--- src/rtl/usb_rx_pkg.sv ---
// usb_rx_pkg: shared state encoding and constants for the USB receive control unit
package usb_rx_pkg;
  typedef enum logic [3:0] {
    IDLE, RCV_SYNC, CHK_SYNC, RCV_PID, CHK_PID,
    RCV_DATA, STORE, EOP_WAIT, ERR_WAIT, EIDLE
  } rcu_state_t;
  localparam logic [7:0] SYNC_BYTE = 8'h80;
  localparam int DEFAULT_MAX_BYTES = 64;
  // A PID byte carries its nibble and the nibble's complement
  function automatic logic pid_ok(input logic [7:0] b);
    return b[7:4] == ~b[3:0];
  endfunction
endpackage

--- src/rtl/usb_rx_rcu_if.sv ---
// usb_rx_rcu_if: bit-timer/edge-detector strobes in, FIFO and status outputs back
interface usb_rx_rcu_if;
  logic       d_edge;
  logic       eop;
  logic       shift_enable;
  logic       byte_received;
  logic [7:0] rcv_data;
  logic       rcving;
  logic       w_enable;
  logic       r_error;
  logic [3:0] pid;
  logic       pkt_done;
  logic [6:0] byte_count;
  modport master (
    output d_edge, eop, shift_enable, byte_received, rcv_data,
    input  rcving, w_enable, r_error, pid, pkt_done, byte_count
  );
  modport slave (
    input  d_edge, eop, shift_enable, byte_received, rcv_data,
    output rcving, w_enable, r_error, pid, pkt_done, byte_count
  );
endinterface

--- src/rtl/flex_counter.sv ---
// flex_counter: clearable up-counter that wraps to 1 after reaching rollover_val
module flex_counter #(
  parameter int NUM_CNT_BITS = 4
) (
  input  logic                    clk,
  input  logic                    rst,
  input  logic                    clear,
  input  logic                    count_enable,
  input  logic [NUM_CNT_BITS-1:0] rollover_val,
  output logic [NUM_CNT_BITS-1:0] count_out
);
  always_ff @(posedge clk or posedge rst)
    if (rst) count_out <= '0;
    else if (clear) count_out <= '0;
    else if (count_enable) count_out <= count_out == rollover_val ? NUM_CNT_BITS'(1) : count_out + NUM_CNT_BITS'(1);
endmodule

--- src/rtl/usb_rx_rcu.sv ---
// usb_rx_rcu: sequences SYNC/PID/data byte checks of a USB packet and raises FIFO writes and status
module usb_rx_rcu
  import usb_rx_pkg::*;
#(
  parameter int MAX_BYTES = DEFAULT_MAX_BYTES
) (
  input logic        clk,
  input logic        rst,
  usb_rx_rcu_if.slave bus
);
  localparam logic [6:0] MAX_CNT = 7'(MAX_BYTES);
  rcu_state_t state, next;
  logic [2:0] bit_cnt;
  logic [3:0] pid_q;
  logic [6:0] cnt;
  logic       done_q, eop_shift, to_sync, full, wen;
  assign eop_shift = bus.eop && bus.shift_enable;
  assign to_sync   = (state == IDLE || state == EIDLE) && bus.d_edge;
  assign full      = cnt == MAX_CNT;
  assign wen       = state == STORE && !full;
  always_ff @(posedge clk or posedge rst)
    if (rst) begin
      state   <= IDLE;
      bit_cnt <= '0;
      pid_q   <= '0;
      done_q  <= 1'b0;
    end else begin
      state   <= next;
      bit_cnt <= (to_sync || bus.byte_received) ? 3'd0 : bit_cnt + 3'(bus.shift_enable);
      pid_q   <= to_sync ? 4'h0 : (state == CHK_PID && next == RCV_DATA) ? bus.rcv_data[3:0] : pid_q;
      done_q  <= state == EOP_WAIT && bus.d_edge;
    end
  always_comb begin
    next = state;
    case (state)
      IDLE:     next = bus.d_edge ? RCV_SYNC : IDLE;
      RCV_SYNC: next = eop_shift ? ERR_WAIT : bus.byte_received ? CHK_SYNC : RCV_SYNC;
      CHK_SYNC: next = (!eop_shift && bus.rcv_data == SYNC_BYTE) ? RCV_PID : ERR_WAIT;
      RCV_PID:  next = eop_shift ? ERR_WAIT : bus.byte_received ? CHK_PID : RCV_PID;
      CHK_PID:  next = (!eop_shift && pid_ok(bus.rcv_data)) ? RCV_DATA : ERR_WAIT;
      RCV_DATA: next = bus.byte_received ? STORE : !eop_shift ? RCV_DATA : bit_cnt == 3'd0 ? EOP_WAIT : ERR_WAIT;
      STORE:    next = full ? ERR_WAIT : RCV_DATA;
      EOP_WAIT: next = bus.d_edge ? IDLE : EOP_WAIT;
      ERR_WAIT: next = (bus.d_edge && !bus.eop) ? EIDLE : ERR_WAIT;
      EIDLE:    next = bus.d_edge ? RCV_SYNC : EIDLE;
      default:  next = IDLE;
    endcase
  end
  // Counter only advances on a real write, so it holds at MAX_BYTES instead of wrapping
  flex_counter #(.NUM_CNT_BITS(7)) u_cnt (
    .clk(clk), .rst(rst), .clear(to_sync), .count_enable(wen),
    .rollover_val(MAX_CNT), .count_out(cnt)
  );
  assign bus.rcving     = state inside {RCV_SYNC, CHK_SYNC, RCV_PID, CHK_PID, RCV_DATA, STORE};
  assign bus.w_enable   = wen;
  assign bus.r_error    = state == ERR_WAIT || state == EIDLE;
  assign bus.pid        = pid_q;
  assign bus.pkt_done   = done_q;
  assign bus.byte_count = cnt;
endmodule

--- src/flat_wrapper.sv ---
// flat-port wrapper written by rule: the top's interface ports become plain ports
module usb_rx_rcu_flat import usb_rx_pkg::*;
#(
  parameter int MAX_BYTES = DEFAULT_MAX_BYTES
)
  (clk, rst, bus_d_edge, bus_eop, bus_shift_enable, bus_byte_received, bus_rcv_data, bus_rcving, bus_w_enable, bus_r_error, bus_pid, bus_pkt_done, bus_byte_count);
  usb_rx_rcu_if bus_i ();
  input logic clk;
  input logic rst;
  input wire logic [$bits(bus_i.d_edge)-1:0] bus_d_edge;
  input wire logic [$bits(bus_i.eop)-1:0] bus_eop;
  input wire logic [$bits(bus_i.shift_enable)-1:0] bus_shift_enable;
  input wire logic [$bits(bus_i.byte_received)-1:0] bus_byte_received;
  input wire logic [$bits(bus_i.rcv_data)-1:0] bus_rcv_data;
  output wire logic [$bits(bus_i.rcving)-1:0] bus_rcving;
  output wire logic [$bits(bus_i.w_enable)-1:0] bus_w_enable;
  output wire logic [$bits(bus_i.r_error)-1:0] bus_r_error;
  output wire logic [$bits(bus_i.pid)-1:0] bus_pid;
  output wire logic [$bits(bus_i.pkt_done)-1:0] bus_pkt_done;
  output wire logic [$bits(bus_i.byte_count)-1:0] bus_byte_count;
  assign bus_i.d_edge = bus_d_edge;
  assign bus_i.eop = bus_eop;
  assign bus_i.shift_enable = bus_shift_enable;
  assign bus_i.byte_received = bus_byte_received;
  assign bus_i.rcv_data = bus_rcv_data;
  assign bus_rcving = bus_i.rcving;
  assign bus_w_enable = bus_i.w_enable;
  assign bus_r_error = bus_i.r_error;
  assign bus_pid = bus_i.pid;
  assign bus_pkt_done = bus_i.pkt_done;
  assign bus_byte_count = bus_i.byte_count;
  usb_rx_rcu #(.MAX_BYTES(MAX_BYTES)) u_core (.clk(clk), .rst(rst), .bus(bus_i));
endmodule
--- config.mk ---
export PLATFORM = sky130hd
export DESIGN_NAME = usb_rx_rcu_flat
export DESIGN_NICKNAME = d
export VERILOG_FILES = /design/src/rtl/usb_rx_pkg.sv /design/src/rtl/usb_rx_rcu_if.sv /design/src/rtl/flex_counter.sv /design/src/rtl/usb_rx_rcu.sv /design/src/flat_wrapper.sv
export SDC_FILE = /design/constraint.sdc
export NUM_CORES = 1
export LEC_CHECK = 0
export BUFFER_PORTS_ARGS = -buffer_cell sky130_fd_sc_hd__buf_2
export CORE_AREA = 2 2 94 51
export CTS_BUF_LIST = sky130_fd_sc_hd__clkbuf_2
export DETAILED_ROUTE_END_ITERATION = 10
export DIE_AREA = 0 0 96 53
export SYNTH_ARGS = -nofsm -noshare
export SYNTH_HDL_FRONTEND = slang
export SYNTH_SLANG_ARGS = --single-unit
--- constraint.sdc ---
create_clock -name clk -period 1.8 [get_ports clk]
set_input_delay 0.54 -clock clk [delete_from_list [all_inputs] [get_ports clk]]
set_output_delay 0.54 -clock clk [all_outputs]
set_load 0.01 [all_outputs]
==> impl_metrics.csv <==
group,metric,value,unit
sta,relSlewSlack,0.726,
yosys,synth_top_area_cell,"dfrtp_1",
sta,setup_slack,-0.368,ns
layout,nFillCells,445,
placement,pre_cts_ws,0.0120,ns
yosys,yosysSeqAreaShare,0.387,
hold_path,hold_class,"primary input to asynchronous set/reset pin",
clocking,cts_hold_buf,0,
clocking,cts.sinks,19,
sta,hold_violations,0,
floorplanning,coreArea,0.00423,mm^2
yosys,synthArstFlopShare,1.00,
outcome,violations,"negative setup slack",
setup_path,reg2reg_slack,0.15,ns
setup_path,arrival,1.63,ns
clocking,cts.htree.levels,1,
placement,place_area,0.00151,mm^2
sta,rsz0062_at_grt,"true",
layout,layout-drive-gt1-share,0.394,
power_and_ir_drop,power.total,1410,uW
route,routed_via_density,4.83,
setup_path,crit_chain,"or4_4 > o21ai_4 > inv_1 > buf_2",
layout,syn_to_final_growth,32.5,%
grt,grt_util_all_layers,0.134,
setup_path,rr_worst_depth,4,
power_and_ir_drop,irDropWorstVdd,0.259,mV
yosys,ys_seq_elements,19,
route,drt-total-wl,3110,um
grt,grt_pass1_wl,5130,um
yosys,avgSynthCellArea,9.25,um^2
setup_path,crit_fanout,4,
setup_path,cpMaxStageDelayCell,"or4_4",
floorplanning,fp.dieH,53,um
layout,design_area,0.00163,mm^2
route,drc_errors,0,
setup_path,timing.rr.end,"u_core.state[0]$_DFF_PP0_",
layout,final_common_cell,"buf_2",
layout,final_util,0.385,
layout,most-common-layout-cells,"buf_2 (27), buf_4 (19), dfrtp_1 (16)",
setup_path,start_kind,"flop",
yosys,synth-edff-count,0,
grt,grt_max_degree,20,
floorplanning,die-area,0.00509,mm^2
sta,timing.final.crit_share,1.20,
floorplanning,boundaryPins,29,
setup_path,path_class,"flop to primary output",
grt,antenna_found_initial,0,
yosys,synthDistinctLibCells,41,
yosys,synth_top_area_frac,0.387,
outcome,status,"finished with violations",
sta,skew,0.00922,ns
yosys,synth_ff_type,"dfrtp_1",
setup_path,critical_path_required,1.26,ns
floorplanning,floorplan.initialDensity,0.291,
placement,dp_hpwl,2320,um
yosys,synthesis.nets,151,
clocking,cts-buffers-inserted,3,
clocking,root_buffer,"clkbuf_2",
setup_path,worstSetupEndpointType,"primary output",
clocking,cts_tree,"done",
layout,n_antenna_cell,0,
sta,slew_violations,0,
yosys,synth_area,0.00123,mm^2
power_and_ir_drop,power.density,863,mW/mm^2
route,wl_per_cell,13.1,um
sta,hold_ws,0.200,ns
layout,nets,199,
yosys,synthTopCellsByArea,"dfrtp_1 (39%), xnor2_1 (4.3%), xor2_1 (4.3%)",
route,first_iter_violations,81,
setup_path,slowest_delay,0.58,ns
sta,worst_pin_slew,0.412,ns
setup_path,reg2reg_from,"u_core.u_cnt.count_out[3]$_DFFE_PP0P_",
route,first_pass_iters,4,
power_and_ir_drop,leakagePower,0.000836,uW
grt,grt_pass1_vias,1032,
placement,gp_congestion,0.770,
sta,fmax,461,MHz
placement,portBuffers,28,
floorplanning,die_width,96,um
route,vias,1144,
sta,layout_min_cycle_time,2.17,ns
setup_path,critPathTopFamily,"simple AND/OR/NAND/NOR gates",
setup_path,cp.depth,4,
clocking,clock_path_buffers,2,
setup_path,startpoint,"u_core.u_cnt.count_out[3]$_DFFE_PP0P_",
sta,setup_viol,2,
grt,grt.overflow.total,0,
clocking,insertion_delay,0.32,ns
run,drv_cap,0,
floorplanning,row_count,17,
yosys,syn_inst,133,
setup_path,path_buf_inv,2,
setup_path,critical_path.endpoint,"bus_w_enable",
yosys,yosys_warnings,0,
clocking,clk_pin_slew,0.20,ns
route,ant_nets,0,
## flip-flops by register name (all words and copies together) (netlist names)
register,flops
u_core.bit_cnt,3
u_core.bus.pid,4
u_core.bus.pkt_done,1
u_core.state,4
u_core.u_cnt.count_out,7
## power by group
group | internal (uW) | switching (uW)
clock | 50.4 | 143
combinational | 316 | 354
sequential | 476 | 66.2
## tightest hold or removal path, stage by stage
cell   delay (ns)
buf_2        0.09
inv_1        0.04
buf_4        0.26
## layout make-up
class                   count  area, um^2  area share
clock buffers               3        15.0     0.00922
clock inverters             1        5.00     0.00307
inverters                   9        33.8      0.0207
multi-input cells          99         721       0.442
flip-flops and latches     19         479       0.294
well taps                  57        71.3      0.0438
repair buffers             49         304       0.187
## synthesized netlist by cell type (2+ instances only)
| master | number |
|---|---|
| ha_1 | 4 |
| nand3_1 | 3 |
| and3_2 | 2 |
| nor3b_1 | 3 |
| xnor2_1 | 6 |
| o211ai_1 | 3 |
| nor4_1 | 2 |
| and3_1 | 2 |
| mux2i_1 | 5 |
| dfrtp_1 | 19 |
| nand2_1 | 11 |
| nor2_1 | 12 |
| clkbuf_1 | 3 |
| xor2_1 | 6 |
| nand2_2 | 2 |
| and2_1 | 2 |
| nand4_1 | 8 |
| nor3_1 | 7 |
| inv_1 | 9 |
| buf_4 | 3 |
## cell families (layout without fill, tap and decap cells)
family                     Yosys count  count (layout)  synth area share
adders and majority gates            4               4            0.0407
buffers and inverters               15              62            0.0549
AOI/OAI and AO/OA                   12              12            0.0783
muxes                                5               5            0.0407
and+or+nand+nor                     66              66             0.313
DFF                                 19              19             0.387
xor gates and xnor gates            12              12            0.0855
## worst min path at each step
stage | start | endpoint | slack [ns]
after floorplan | rst | u_core.bit_cnt[0]$_DFF_PP0_ | 0.49
after global placement | u_core.bus.pid[1]$_DFFE_PP0P_ | u_core.bus.pid[1]$_DFFE_PP0P_ | 0.52
after detailed placement | u_core.bus.pid[1]$_DFFE_PP0P_ | u_core.bus.pid[1]$_DFFE_PP0P_ | 0.52
after CTS | rst | u_core.u_cnt.count_out[2]$_DFFE_PP0P_ | 0.20
after global routing | rst | u_core.u_cnt.count_out[5]$_DFFE_PP0P_ | 0.18
final | rst | u_core.u_cnt.count_out[2]$_DFFE_PP0P_ | 0.20
## metrics by stage
step	TNS, ns	cells
after floorplan	0	133
after global placement	0	225
after detailed placement	0	225
after CTS	-0.391	235
after global routing	-0.592	237
final	-0.369	237
## layer usage
metal  global-route usage  up-vias  wire, um
met5                    0        -         0
met4               0.0214        0        18
met3               0.0328        2       255
met2                0.171       34      1120
met1                0.219      533      1720
li1                     -      575         -
## what timing repair did
item | CTS | global route
endpoints found under the setup margin | 3 | 3
buffers inserted | 6 | 2
cloned | 0 | 0
resized for setup | 5 | 6
pin swaps | 2 | 1
Note: power is estimated with default switching activity, not from simulation.
